File: src/rtl/bus_drive_decoder.sv
// rtl/bus_drive_decoder.sv - one-hot bus driver enable decoder with minimum hold and turnaround.
// Define BUS_DRIVE_DEAD_CYCLE_EN to insert TURN_CYCLES dead cycles after each release.
module bus_drive_decoder #(
  parameter int MIN_HOLD    = 2,
  parameter int TURN_CYCLES = 1
) (
  input  logic        clk,
  input  logic        clr,
  input  logic [4:0]  sel_in,
  input  logic        sel_valid,
  input  logic        release_req,
  output logic [31:0] drive_en,
  output logic [4:0]  cur_sel,
  output logic        busy,
  output logic        grant,
  output logic        err
);

  typedef enum logic [1:0] {
    IDLE  = 2'd0,
    DRIVE = 2'd1,
    TURN  = 2'd2
  } state_t;

  localparam logic [3:0] HOLD_MAX = 4'(MIN_HOLD);
  localparam logic [2:0] TURN_MAX = 3'(TURN_CYCLES);

  state_t      state, state_n;
  logic [31:0] drive_en_n;
  logic [4:0]  cur_sel_n;
  logic        busy_n, grant_n, err_n;
  logic        pending, pending_n;
  logic [3:0]  hold_cnt, hold_cnt_n;
  logic [2:0]  turn_cnt, turn_cnt_n;

  always_ff @(posedge clk or posedge clr) begin
    if (clr) begin
      state    <= IDLE;
      drive_en <= '0;
      cur_sel  <= '0;
      busy     <= 1'b0;
      grant    <= 1'b0;
      err      <= 1'b0;
      pending  <= 1'b0;
      hold_cnt <= '0;
      turn_cnt <= '0;
    end else begin
      state    <= state_n;
      drive_en <= drive_en_n;
      cur_sel  <= cur_sel_n;
      busy     <= busy_n;
      grant    <= grant_n;
      err      <= err_n;
      pending  <= pending_n;
      hold_cnt <= hold_cnt_n;
      turn_cnt <= turn_cnt_n;
    end
  end

  always_comb begin
    state_n    = state;
    drive_en_n = drive_en;
    cur_sel_n  = cur_sel;
    grant_n    = 1'b0;
    err_n      = 1'b0;
    pending_n  = pending;
    hold_cnt_n = hold_cnt;
    turn_cnt_n = turn_cnt;
    case (state)
      IDLE: begin
        if (sel_valid) begin
          state_n    = DRIVE;
          cur_sel_n  = sel_in;
          drive_en_n = 32'd1 << sel_in;
          grant_n    = 1'b1;
          hold_cnt_n = 4'd1;
          pending_n  = 1'b0;
        end
      end
      DRIVE: begin
        err_n = sel_valid;
        if ((release_req || pending) && (hold_cnt >= HOLD_MAX)) begin
          // Always pass through all-zero so two sources never share an edge.
          drive_en_n = '0;
          pending_n  = 1'b0;
`ifdef BUS_DRIVE_DEAD_CYCLE_EN
          state_n    = TURN;
          turn_cnt_n = 3'd1;
`else
          state_n    = IDLE;
`endif
        end else if (hold_cnt < HOLD_MAX) begin
          hold_cnt_n = hold_cnt + 4'd1;
          if (release_req) pending_n = 1'b1;
        end
      end
      TURN: begin
        err_n = sel_valid;
        if (turn_cnt >= TURN_MAX) state_n = IDLE;
        else turn_cnt_n = turn_cnt + 3'd1;
      end
      default: state_n = IDLE;
    endcase
    busy_n = (state_n != IDLE);
  end

endmodule

File: config.mk
export PLATFORM = sky130hd
export DESIGN_NAME = bus_drive_decoder
export DESIGN_NICKNAME = d
export VERILOG_FILES = /design/src/rtl/bus_drive_decoder.sv
export SDC_FILE = /design/constraint.sdc
export NUM_CORES = 1
export LEC_CHECK = 0
export CAP_MARGIN = 20
export CORE_MARGIN = 4
export CORE_UTILIZATION = 55
export CTS_BUF_LIST = sky130_fd_sc_hd__clkbuf_8 sky130_fd_sc_hd__clkbuf_16
export CTS_CLUSTER_DIAMETER = 60
export DETAILED_ROUTE_END_ITERATION = 10
export MAX_ROUTING_LAYER = met4
export PLACE_DENSITY = 0.88
export SYNTH_ARGS = -nofsm -noshare
export SYNTH_HDL_FRONTEND = slang
export SYNTH_SLANG_ARGS = --single-unit
File: constraint.sdc
create_clock -name clk -period 3.5 [get_ports clk]
set_input_delay 0.875 -clock clk [delete_from_list [all_inputs] [get_ports clk]]
set_output_delay 0.875 -clock clk [all_outputs]
set_load 0.03 [all_outputs]
# After elaboration in Yosys (flattened, before gate mapping)
# Cells that the tools add are included.
# Widths: inputs -> output; s select.
# word_totals
reg_bits	50
input_bits	9
output_inout_bits	40
wordCells	54
# op_classes
add_sub_neg	2
order_cmp	3
n_eq_ne	8
shifts	1
mux	19
bitwise_logic	1
reduce_logical	11
# op_table
op	n
$mux 32	2
$pmux 32 s2	1
$shl 1x5->32 const A	1
$mux 4	3
$ne 2x2->1 const B	4
$pmux 4 s2	1
$reduce_and 4->1	2
$mux 1	7
$mux 2	3
$ne 3x3->1 const B	2
$pmux 2 s3	1
$add 4x1->4 const B	1
$ge 4x2->1 const B	1
$lt 4x2->1 const B	1
$reduce_and 2->1	2
$reduce_bool 2->1	2
$add 3x1->3 const B	1
$ge 3x1->1 const B	1
$reduce_and 3->1	1
$eq 2x1->1 const B	1
$eq 2x2->1 const B	1
$logic_not 2->1	1
$pmux 1 s2	1
$reduce_or 2->1	1
3 further kinds	3

# Logic depth before layout (Yosys ltp)
# Gate-level depths: netlist of the first run.
# depth
ltp_word	5
mapped_depth	7
ltp_nobuf	5

# Worst setup path after synthesis of the first run
# No wires, ideal clock.
# synth_timing
kind	input to register
startpoint	input port release_req
endpoint	register drive_en[2]
setup_time_ns	0.128
arrival_time_ns	1.858
required_ns	3.372
path_slack_ns	1.515
cell_stages	4
n_path_buf	1
path_cell_list	nor2_1 -> a221oi_4 -> buf_6 -> mux2_1
# synth_between
elab_chain_len	4
# synth_lines
element	line	rtl
start: declaration	11	input logic release_req,
$logic_or 1x1->1	82	if ((release_req || pending) && (hold_cnt >= HOLD_MAX)) begin
$logic_and 1x1->1	82	
$ne 2x2->1 (no source line)	n/a	
$reduce_and 3->1 (no source line)	n/a	
end signal: assignment	49	drive_en <= drive_en_n;
end: declaration	12	output logic [31:0] drive_en,
# No other way between the ends.
# A chain may end at the register's enable or synchronous reset.

# Worst setup path in the final report of the first run
# layout_timing
startpoint	register state[1]
endpoint	register drive_en[30]
# layout_between
elab_chain_len	3
word_cells_on_any_way	7
cone_classes	eq/ne: 3; mux: 1; reduce/logical: 3
# layout_lines
element	line	rtl
start: declaration	28	state_t state, state_n;
start signal: assignment	48	state <= state_n;
$eq 2x1->1 or $logic_not 2->1 (tied branches)	69	case (state)
$ne 2x2->1 (no source line) or $reduce_bool 2->1 (tied branches)	n/a	
$reduce_and 3->1 (no source line)	n/a	
# Parallel ways exist; a longest one is shown, timed or not.

==> results.toml, run 1 <==
[finish]
design.final.nets = 271
num-fill-cells = 345
syn2layout_area_growth_pct = 23.3
diodes = 0
final_cell_mix = "50 x dfrtp_1, 48 x clkdlybuf4s50_1, 29 x mux2_2, 17 x inv_1"
finalInstanceArea_um2 = 3020
drive_gt1_share_pct = 15.7
final_common_cell = "dfrtp_1"

[floorplanning]
row_count = 24
start_util_pct = 56.7
fp.coreArea_um2 = 4320
fp.dieW_um = 74.8
num_io_pins = 49
die_area_um2 = 5590
die_h_um = 74.8

[cts]
insertion_delay_ns = 0.30
h-tree-depth = 2
cts_sinks = 50
cts-resized-gates = 0
cts_buffers = 5
post_cts_buffers = 0
cts_hold_buffers = 0
cts-root-buf = "clkbuf_8"
clkTransAtPathRegs_ns = 0.08
clockBufferDepth = 2
cts_tree = "built"

[power]
p_clk_share_pct = 15.9
power_density_nw_per_um2 = 645
p_leak_nw = 1.37
p_int_mw = 1.20
combPwrFrac_pct = 45.5
pwr-share-seq_pct = 38.6
power_switching_uw = 752
vdd_ir_drop_max_mv = 0.474
swShare_pct = 38.6

[sta]
report.final.hold_viol_count = 0
setup_viol = 0
max_freq_mhz = 378
worst_slew_pin_slew_ns = 0.787
slew_violations = 0
maxSlewHeadroom_pct = 46.8
fin_crit_ns = 2.64
fin_hold_ws_ns = 0.477
finalCritPeriodShare_pct = 75.5
grt_setup_unrepaired = "no"
tns_ns = 0
fin_skew_ns = 0.00341

[global_routing]
grt_usage_pct = 20.7
gr-usage-met3_pct = 5.74
grt.met1_usage_pct = 26.1
grt-ovfl-total = 0
grt_pass1_wl_um = 8490
grt_pass1_vias = 1778
grt_use_met2_pct = 32.6
grt_max_degree = 34
antenna_found_initial = 0
top_usage_layer = "met2"

[worst_setup_path]
critPathKind = "reg2reg"
critPathRequiredTime_ns = 3.69
crit_chain = "inv_1, ha_1, mux2i_1, a221oi_4, buf_4, mux2_2"
crit_path_start_kind = "flip-flop"
cp_slowest_cell = "ha_1"
worst_setup_path_end_kind = "flip-flop"
cpPeakStageDelay_ns = 0.67
cp_max_fo = 33
arrival_ns = 2.83

[yosys]
yosysWarnings = 0
synth_top_area_cell = "dfrtp_1"
synth_area_per_cell_um2 = 11.8
netlist_area_um2 = 2450
synth_ff_type = "dfrtp_1"
ys_ff_latch = 50
synthCells = 208
seq_area_frac_synth_pct = 51.0
synth_edf_count = 0
syn_nets = 225
ys_top_cells_by_area = "dfrtp_1 51%, mux2_2 13%, ha_1 4.1%"
async_reset_ff_share_pct = 100
yosysUniqueCellTypes = 38
synth_top_area_share_pct = 51.0

[route]
wl_um = 4990
vias = 1723
first_pass_iters = 4
wl_per_cell_um = 16.3
ant_nets = 0
remaining_drc_errors = 0
vias_per_cell = 5.63
drt_iter0_drc = 133

[run_status]
status = "finished clean"

[placed_design]
numPortBuffers = 48
placed_cell_area_um2 = 2950
hpwl_um = 3490
gp_congestion = 0.717

[worst_hold_path]
hold_path_class = "reg2reg"

[job]
cap_viol_max_count = 0
[cells in the mapped netlist (5+ instances only)]
| cell | number |
|---|---|
| nand2_1 | 9 |
| nor3b_1 | 5 |
| mux2i_1 | 9 |
| clkbuf_1 | 6 |
| nand2b_1 | 5 |
| nor3_1 | 6 |
| dfrtp_1 | 50 |
| inv_1 | 16 |
| nor2b_1 | 9 |
| ha_1 | 8 |
| mux2_2 | 29 |
| nor2_1 | 9 |
[per-stage QoR]
stage               power [mW]  setup slack [ns]  util [%]  instances
finish                    1.95             0.857      69.9        306
global placement          1.63             0.773      68.1        299
detailed placement        1.65             0.691      68.1        299
CTS                       1.96             0.848      69.9        306
global route              2.06             0.646      69.9        306
floorplan                 1.42              1.42         -        208
[metal layers]
layer  up-vias  share of wire, %  wire length, µm
li1        817                 -                -
met1       856                44             2170
met2        43                50             2470
met3         7               5.5              276
met4         0               1.4               68
met5         -                 0                0
[power by group through the flow]
stage                     Combinational, mW  Sequential [mW]  Clock (mW)
after floorplan                       0.512            0.907           0
after global placement                0.869            0.758           0
after detailed placement              0.886            0.762           0
after CTS                             0.891            0.753       0.318
after global routing                  0.954            0.766       0.335
final                                 0.887            0.753       0.311
[flip-flops by register name, indices dropped and copies added, names as in the netlist]
| register | count |
|---|---|
| busy | 1 |
| cur_sel | 5 |
| drive_en | 32 |
| err | 1 |
| grant | 1 |
| hold_cnt | 4 |
| pending | 1 |
| state | 2 |
| turn_cnt | 3 |
[worst max-delay path, delay by kind of cell (launching register included)]
| kind | cells | cell delay [ns] |
|---|---|---|
| DFF | 1 | 0.41 |
| AOI/OAI and AO/OA | 1 | 0.23 |
| muxes | 2 | 0.63 |
| buffers and inverters | 2 | 0.56 |
| adders and majority gates | 1 | 0.67 |
[final cells by class]
type / instances / area (µm²) / area share, %
clock buffer: 5 / 68.8 / 2.28
timing repair buffer: 51 / 503 / 16.6
clock inverter: 2 / 7.51 / 0.248
inverter: 16 / 60.1 / 1.99
sequential: 50 / 1250 / 41.4
multi-input combinational: 130 / 1070 / 35.3
tap: 52 / 65.1 / 2.15
[worst paths after layout]
| check | to | depth (start not counted) | slack [ns] | startpoint |
|---|---|---|---|---|
| worst max-delay path | drive_en[30]$_DFFE_PP0P_ | 6 | 0.86 | state[1]$_DFF_PP0_ |
| worst min-delay path | turn_cnt[2]$_DFFE_PP0P_ | 1 | 0.48 | turn_cnt[2]$_DFFE_PP0P_ |
| worst max register to register | drive_en[30]$_DFFE_PP0P_ | 6 | 0.86 | state[1]$_DFF_PP0_ |
| worst min register to register | turn_cnt[2]$_DFFE_PP0P_ | 1 | 0.48 | turn_cnt[2]$_DFFE_PP0P_ |
| max in group asynchronous | drive_en[8]$_DFFE_PP0P_ | 3 | 1.93 | clr |
| min in group asynchronous | cur_sel[3]$_DFFE_PP0P_ | 2 | 0.96 | clr |
[logic make-up after synthesis]
family	after synthesis	synth area share [%]
simple gates	67	16.6
flops	50	51.0
mux	39	17.4
buf+inv	28	5.46
compound gates	16	5.36
fa+ha+maj	8	4.08
Note: power is estimated with default switching activity, not from simulation.
==> run 2: changes to the inputs <==
Settings changed: CORE_UTILIZATION 55 to 51, PLACE_DENSITY 0.88 to 0.83.
Clock period 3.5 ns to 2.5 ns, I/O delays scaled along.
==> run 2 against run 1 <==
  * Global-route usage shrank 2.8 points
  * Combinational power grew 45%
  * Via count grew 1.6%
  * Worst setup slack lost 0.35 ns
  * Count of clock-buffer cells in the layout grew 1
  * Hold slack lost 0.0038 ns
  * Non-clock buffer count grew 10
  * Cell count grew 2.9%
  * Largest cell class unchanged
  * Largest power group unchanged
==> results.toml, run 2 (same netlist as run 1, synthesis figures left out) <==
[sta]
max_freq_mhz = 502
report.final.hold_viol_count = 0
fin_hold_ws_ns = 0.473
maxSlewHeadroom_pct = 67.1
tns_ns = 0
finalCritPeriodShare_pct = 79.7
fin_crit_ns = 1.99
fin_skew_ns = 0.00566
grt_setup_unrepaired = "no"
setup_viol = 0
fin_ws_ns = 0.508
worst_slew_pin_slew_ns = 0.488
slew_violations = 0

[worst_setup_path]
reg2reg_to = "drive_en[31]$_DFFE_PP0P_"
crit_path_start_kind = "flip-flop"
critPathKind = "reg2out"
worst_setup_path_end_kind = "primary output"
cp_max_fo = 2
crit-reg2reg-launch = "state[1]$_DFF_PP0_"
worst_r2r_path_depth = 6
cp_slowest_cell = "clkdlybuf4s50_1"
arrival_ns = 1.37
critPathRequiredTime_ns = 1.88
critPathBufInv = 1
cpPeakStageDelay_ns = 0.70
reg2reg_setup_slack_ns = 0.51
crit_chain = "clkdlybuf4s50_1"
path_delay_family = "buffers and inverters"

[floorplanning]
fp.dieW_um = 77.3
row_count = 24
die_area_um2 = 5980
fp.coreArea_um2 = 4500
die_h_um = 77.3
start_util_pct = 54.4
num_io_pins = 49

[placed_design]
hpwl_um = 3500
preCtsSetupSlack_ns = 0.213
placed_cell_area_um2 = 3050
dp.cells = 309
gp_congestion = 0.839
numPortBuffers = 48

[finish]
top_register = "drive_en"
syn2layout_area_growth_pct = 27.6
drive_gt1_share_pct = 19.4
layout.cells.non_filler = 315
diodes = 0
utilization_pct = 69.5
num-fill-cells = 343
largest_register_ffs = 32
finalInstanceArea_um2 = 3130
design.final.nets = 281
largestRegisters = "drive_en: 32 flops, cur_sel: 5 flops, hold_cnt: 4 flops"
final_cell_mix = "50 x dfrtp_1, 48 x clkdlybuf4s50_1, 29 x mux2_2, 15 x inv_1, 11 x buf_4"
final_common_cell = "dfrtp_1"

[power]
vdd_ir_drop_max_mv = 0.870
total_power_mw = 2.80
p_leak_nw = 1.42
power_density_nw_per_um2 = 894

[cts]
post_cts_buffers = 0
h-tree-depth = 2
cts_buffers = 5
cts-resized-gates = 0
clkTransAtPathRegs_ns = 0.08
cts_sinks = 50
cts_hold_buffers = 0
cts-root-buf = "clkbuf_8"
clockBufferDepth = 2
cts_tree = "built"
insertion_delay_ns = 0.29

[route]
first_pass_iters = 4
wl_um = 4790
vias_per_cell = 5.56
ant_nets = 0
drt_iter0_drc = 112
remaining_drc_errors = 0
wl_per_cell_um = 15.2
vias = 1751

[global_routing]
grt_max_degree = 34
grt-ovfl-total = 0
grt_usage_pct = 17.9
grt_pass1_wl_um = 8460
antenna_found_initial = 0
grt_pass1_vias = 1753

[job]
cap_viol_max_count = 0

[worst_hold_path]
hold_path_end = "turn_cnt[2]$_DFFE_PP0P_"
hp-start = "turn_cnt[2]$_DFFE_PP0P_"
hold_path_depth = 1
hold_path_class = "reg2reg"

[run_status]
status = "finished clean"
==> run 2: layout make-up <==
class                      count  area (µm²)  share of cell area [%]
clock buffer                   6        82.6                    2.64
inverter                      16        60.1                    1.92
sequential                    50        1250                    40.0
tap                           52        65.1                    2.08
multi-input combinational    130        1070                    34.1
timing repair buffer          61         603                    19.3
==> run 2: worst max path at each step <==
stage                                     endpoint  depth (start not counted)                   start
after floorplan            drive_en[2]$_DFFE_PP0P_                          7      state[0]$_DFF_PP0_
after global placement    drive_en[21]$_DFFE_PP0P_                          5             release_req
after detailed placement  drive_en[31]$_DFFE_PP0P_                          5             release_req
after CTS                               cur_sel[2]                          1  cur_sel[2]$_DFFE_PP0P_
after global routing      drive_en[21]$_DFFE_PP0P_                          6      state[1]$_DFF_PP0_
final                                   cur_sel[2]                          1  cur_sel[2]$_DFFE_PP0P_
==> run 2: report_power, final <==
| group | switching [mW] | internal [mW] |
|---|---|---|
| clock network | 0.239 | 0.214 |
| registers | 0.100 | 0.952 |
| logic | 0.710 | 0.584 |
| total | 1.05 | 1.75 |
==> run 2: metal layers <==
metal / vias to the layer above / global-route usage, % / share of wire, %
met5: - / - / 0
met4: 0 / 4.27 / 1.1
met3: 6 / 4.40 / 4.5
met2: 41 / 27.3 / 47
met1: 855 / 24.3 / 48
li1: 849 / - / -
==> run 3: changes to the inputs <==
Clock period 2.5 ns to 2.1 ns, I/O delays scaled along.
==> run 3 against run 2 <==
  * Critical path depth grew 5
  * Largest power group unchanged
  * Worst setup slack lost 0.39 ns
  * Die area is the same
==> results.toml, run 3 (same netlist as run 1, synthesis figures left out) <==
[run_status]
status = "finished clean"

[route]
vias_per_cell = 5.53
wl_per_cell_um = 15.0
wl_um = 4840
first_pass_iters = 4
ant_nets = 0
drt_iter0_drc = 134
remaining_drc_errors = 0
vias = 1781

[placed_design]
preCtsSetupSlack_ns = -0.0447
dp.cells = 316
gp_congestion = 0.877
hpwl_um = 3490
numPortBuffers = 48
placed_cell_area_um2 = 3100

[sta]
fin_crit_ns = 1.98
fin_ws_ns = 0.117
report.final.hold_viol_count = 0
max_freq_mhz = 504
setup_viol = 0
fin_skew_ns = 0.00565
grt_setup_unrepaired = "no"
worst_slew_pin_slew_ns = 0.543
finalCritPeriodShare_pct = 94.4
maxSlewHeadroom_pct = 63.4
slew_violations = 0

[cts]
cts-resized-gates = 0
clkTransAtPathRegs_ns = 0.08
cts-root-buf = "clkbuf_8"
clockBufferDepth = 2
insertion_delay_ns = 0.29
cts_hold_buffers = 0
post_cts_buffers = 0
h-tree-depth = 2
cts_tree = "built"
cts_buffers = 5
cts_sinks = 50

[finish]
utilization_pct = 70.6
final_cell_mix = "50 x dfrtp_1, 48 x clkdlybuf4s50_1, 29 x mux2_2, 18 x buf_4, 15 x inv_1"
top_register = "drive_en"
design.final.nets = 288
layout.cells.non_filler = 322
drive_gt1_share_pct = 21.5
finalInstanceArea_um2 = 3180
largest_register_ffs = 32
diodes = 0
final_common_cell = "dfrtp_1"
num-fill-cells = 324
syn2layout_area_growth_pct = 29.7
largestRegisters = "drive_en: 32 flops, cur_sel: 5 flops, hold_cnt: 4 flops"
seq_area_um2 = 1250
multi_input_area_um2 = 1070

[floorplanning]
die_area_um2 = 5980
row_count = 24
start_util_pct = 54.4
fp.dieW_um = 77.3
num_io_pins = 49
die_h_um = 77.3
fp.coreArea_um2 = 4500

[power]
p_leak_nw = 1.46
vdd_ir_drop_max_mv = 0.858
power_density_nw_per_um2 = 1060
total_power_mw = 3.38

[worst_setup_path]
crit_path_start_kind = "flip-flop"
critPathRequiredTime_ns = 2.28
arrival_ns = 2.16
critPathKind = "reg2reg"
worst_setup_path_end_kind = "flip-flop"
cp_max_fo = 30

[global_routing]
grt_max_degree = 51
grt-ovfl-total = 0
grt_pass1_wl_um = 8700
grt_pass1_vias = 1869
antenna_found_initial = 0
grt_usage_pct = 18.0

[job]
cap_viol_max_count = 0

[worst_hold_path]
hold_path_class = "reg2reg"
-- run 3: critical path, stage by stage (launching register included) --
cell and delay [ns]:
dfrtp_1 0.41, inv_1 0.13, ha_1 0.33, mux2i_1 0.16, a221oi_4 0.24, buf_12 0.24
mux2_2 0.36
-- run 3: per-layer routing --
layer / routed length (µm) / global-route usage, % / vias to the layer above / share of wire, %
met4: 95 / 6.05 / 0 / 2.0
met2: 2270 / 28.2 / 54 / 47
met5: 0 / - / - / 0
li1: - / - / 857 / -
met3: 219 / 2.89 / 10 / 4.5
met1: 2250 / 24.1 / 860 / 47
-- run 3: cell type report --
type,instances,share of cell area (%)
Sequential cell,50,39.3
Multi-Input combinational cell,130,33.5
Timing Repair Buffer,68,20.6
Clock buffer,6,2.60
Tap cell,52,2.04
Inverter,16,1.89
-- run 3: path summary, 6_finish.rpt --
check | from | endpoint | slack [ns] | cells after the start
max | state[1]$_DFF_PP0_ | drive_en[5]$_DFFE_PP0P_ | 0.12 | 6
min | turn_cnt[2]$_DFFE_PP0P_ | turn_cnt[2]$_DFFE_PP0P_ | 0.48 | 1
max reg2reg | state[1]$_DFF_PP0_ | drive_en[5]$_DFFE_PP0P_ | 0.12 | 6
min reg2reg | turn_cnt[2]$_DFFE_PP0P_ | turn_cnt[2]$_DFFE_PP0P_ | 0.48 | 1
max in group asynchronous | clr | drive_en[19]$_DFFE_PP0P_ | 1.30 | 3
min in group asynchronous | clr | turn_cnt[1]$_DFFE_PP0P_ | 0.59 | 3
-- run 3: where the power goes --
| part | internal [mW] | switching [mW] |
|---|---|---|
| combinational | 0.737 | 0.851 |
| clock | 0.254 | 0.284 |
| sequential | 1.13 | 0.117 |
-- run 3: metrics by stage --
stage	hold WS (ns)	TNS (ns)
floorplan	0.437	0
global placement	0.454	-0.433
detailed placement	0.464	-0.816
CTS	0.483	0
global route	0.496	0
finish	0.483	0
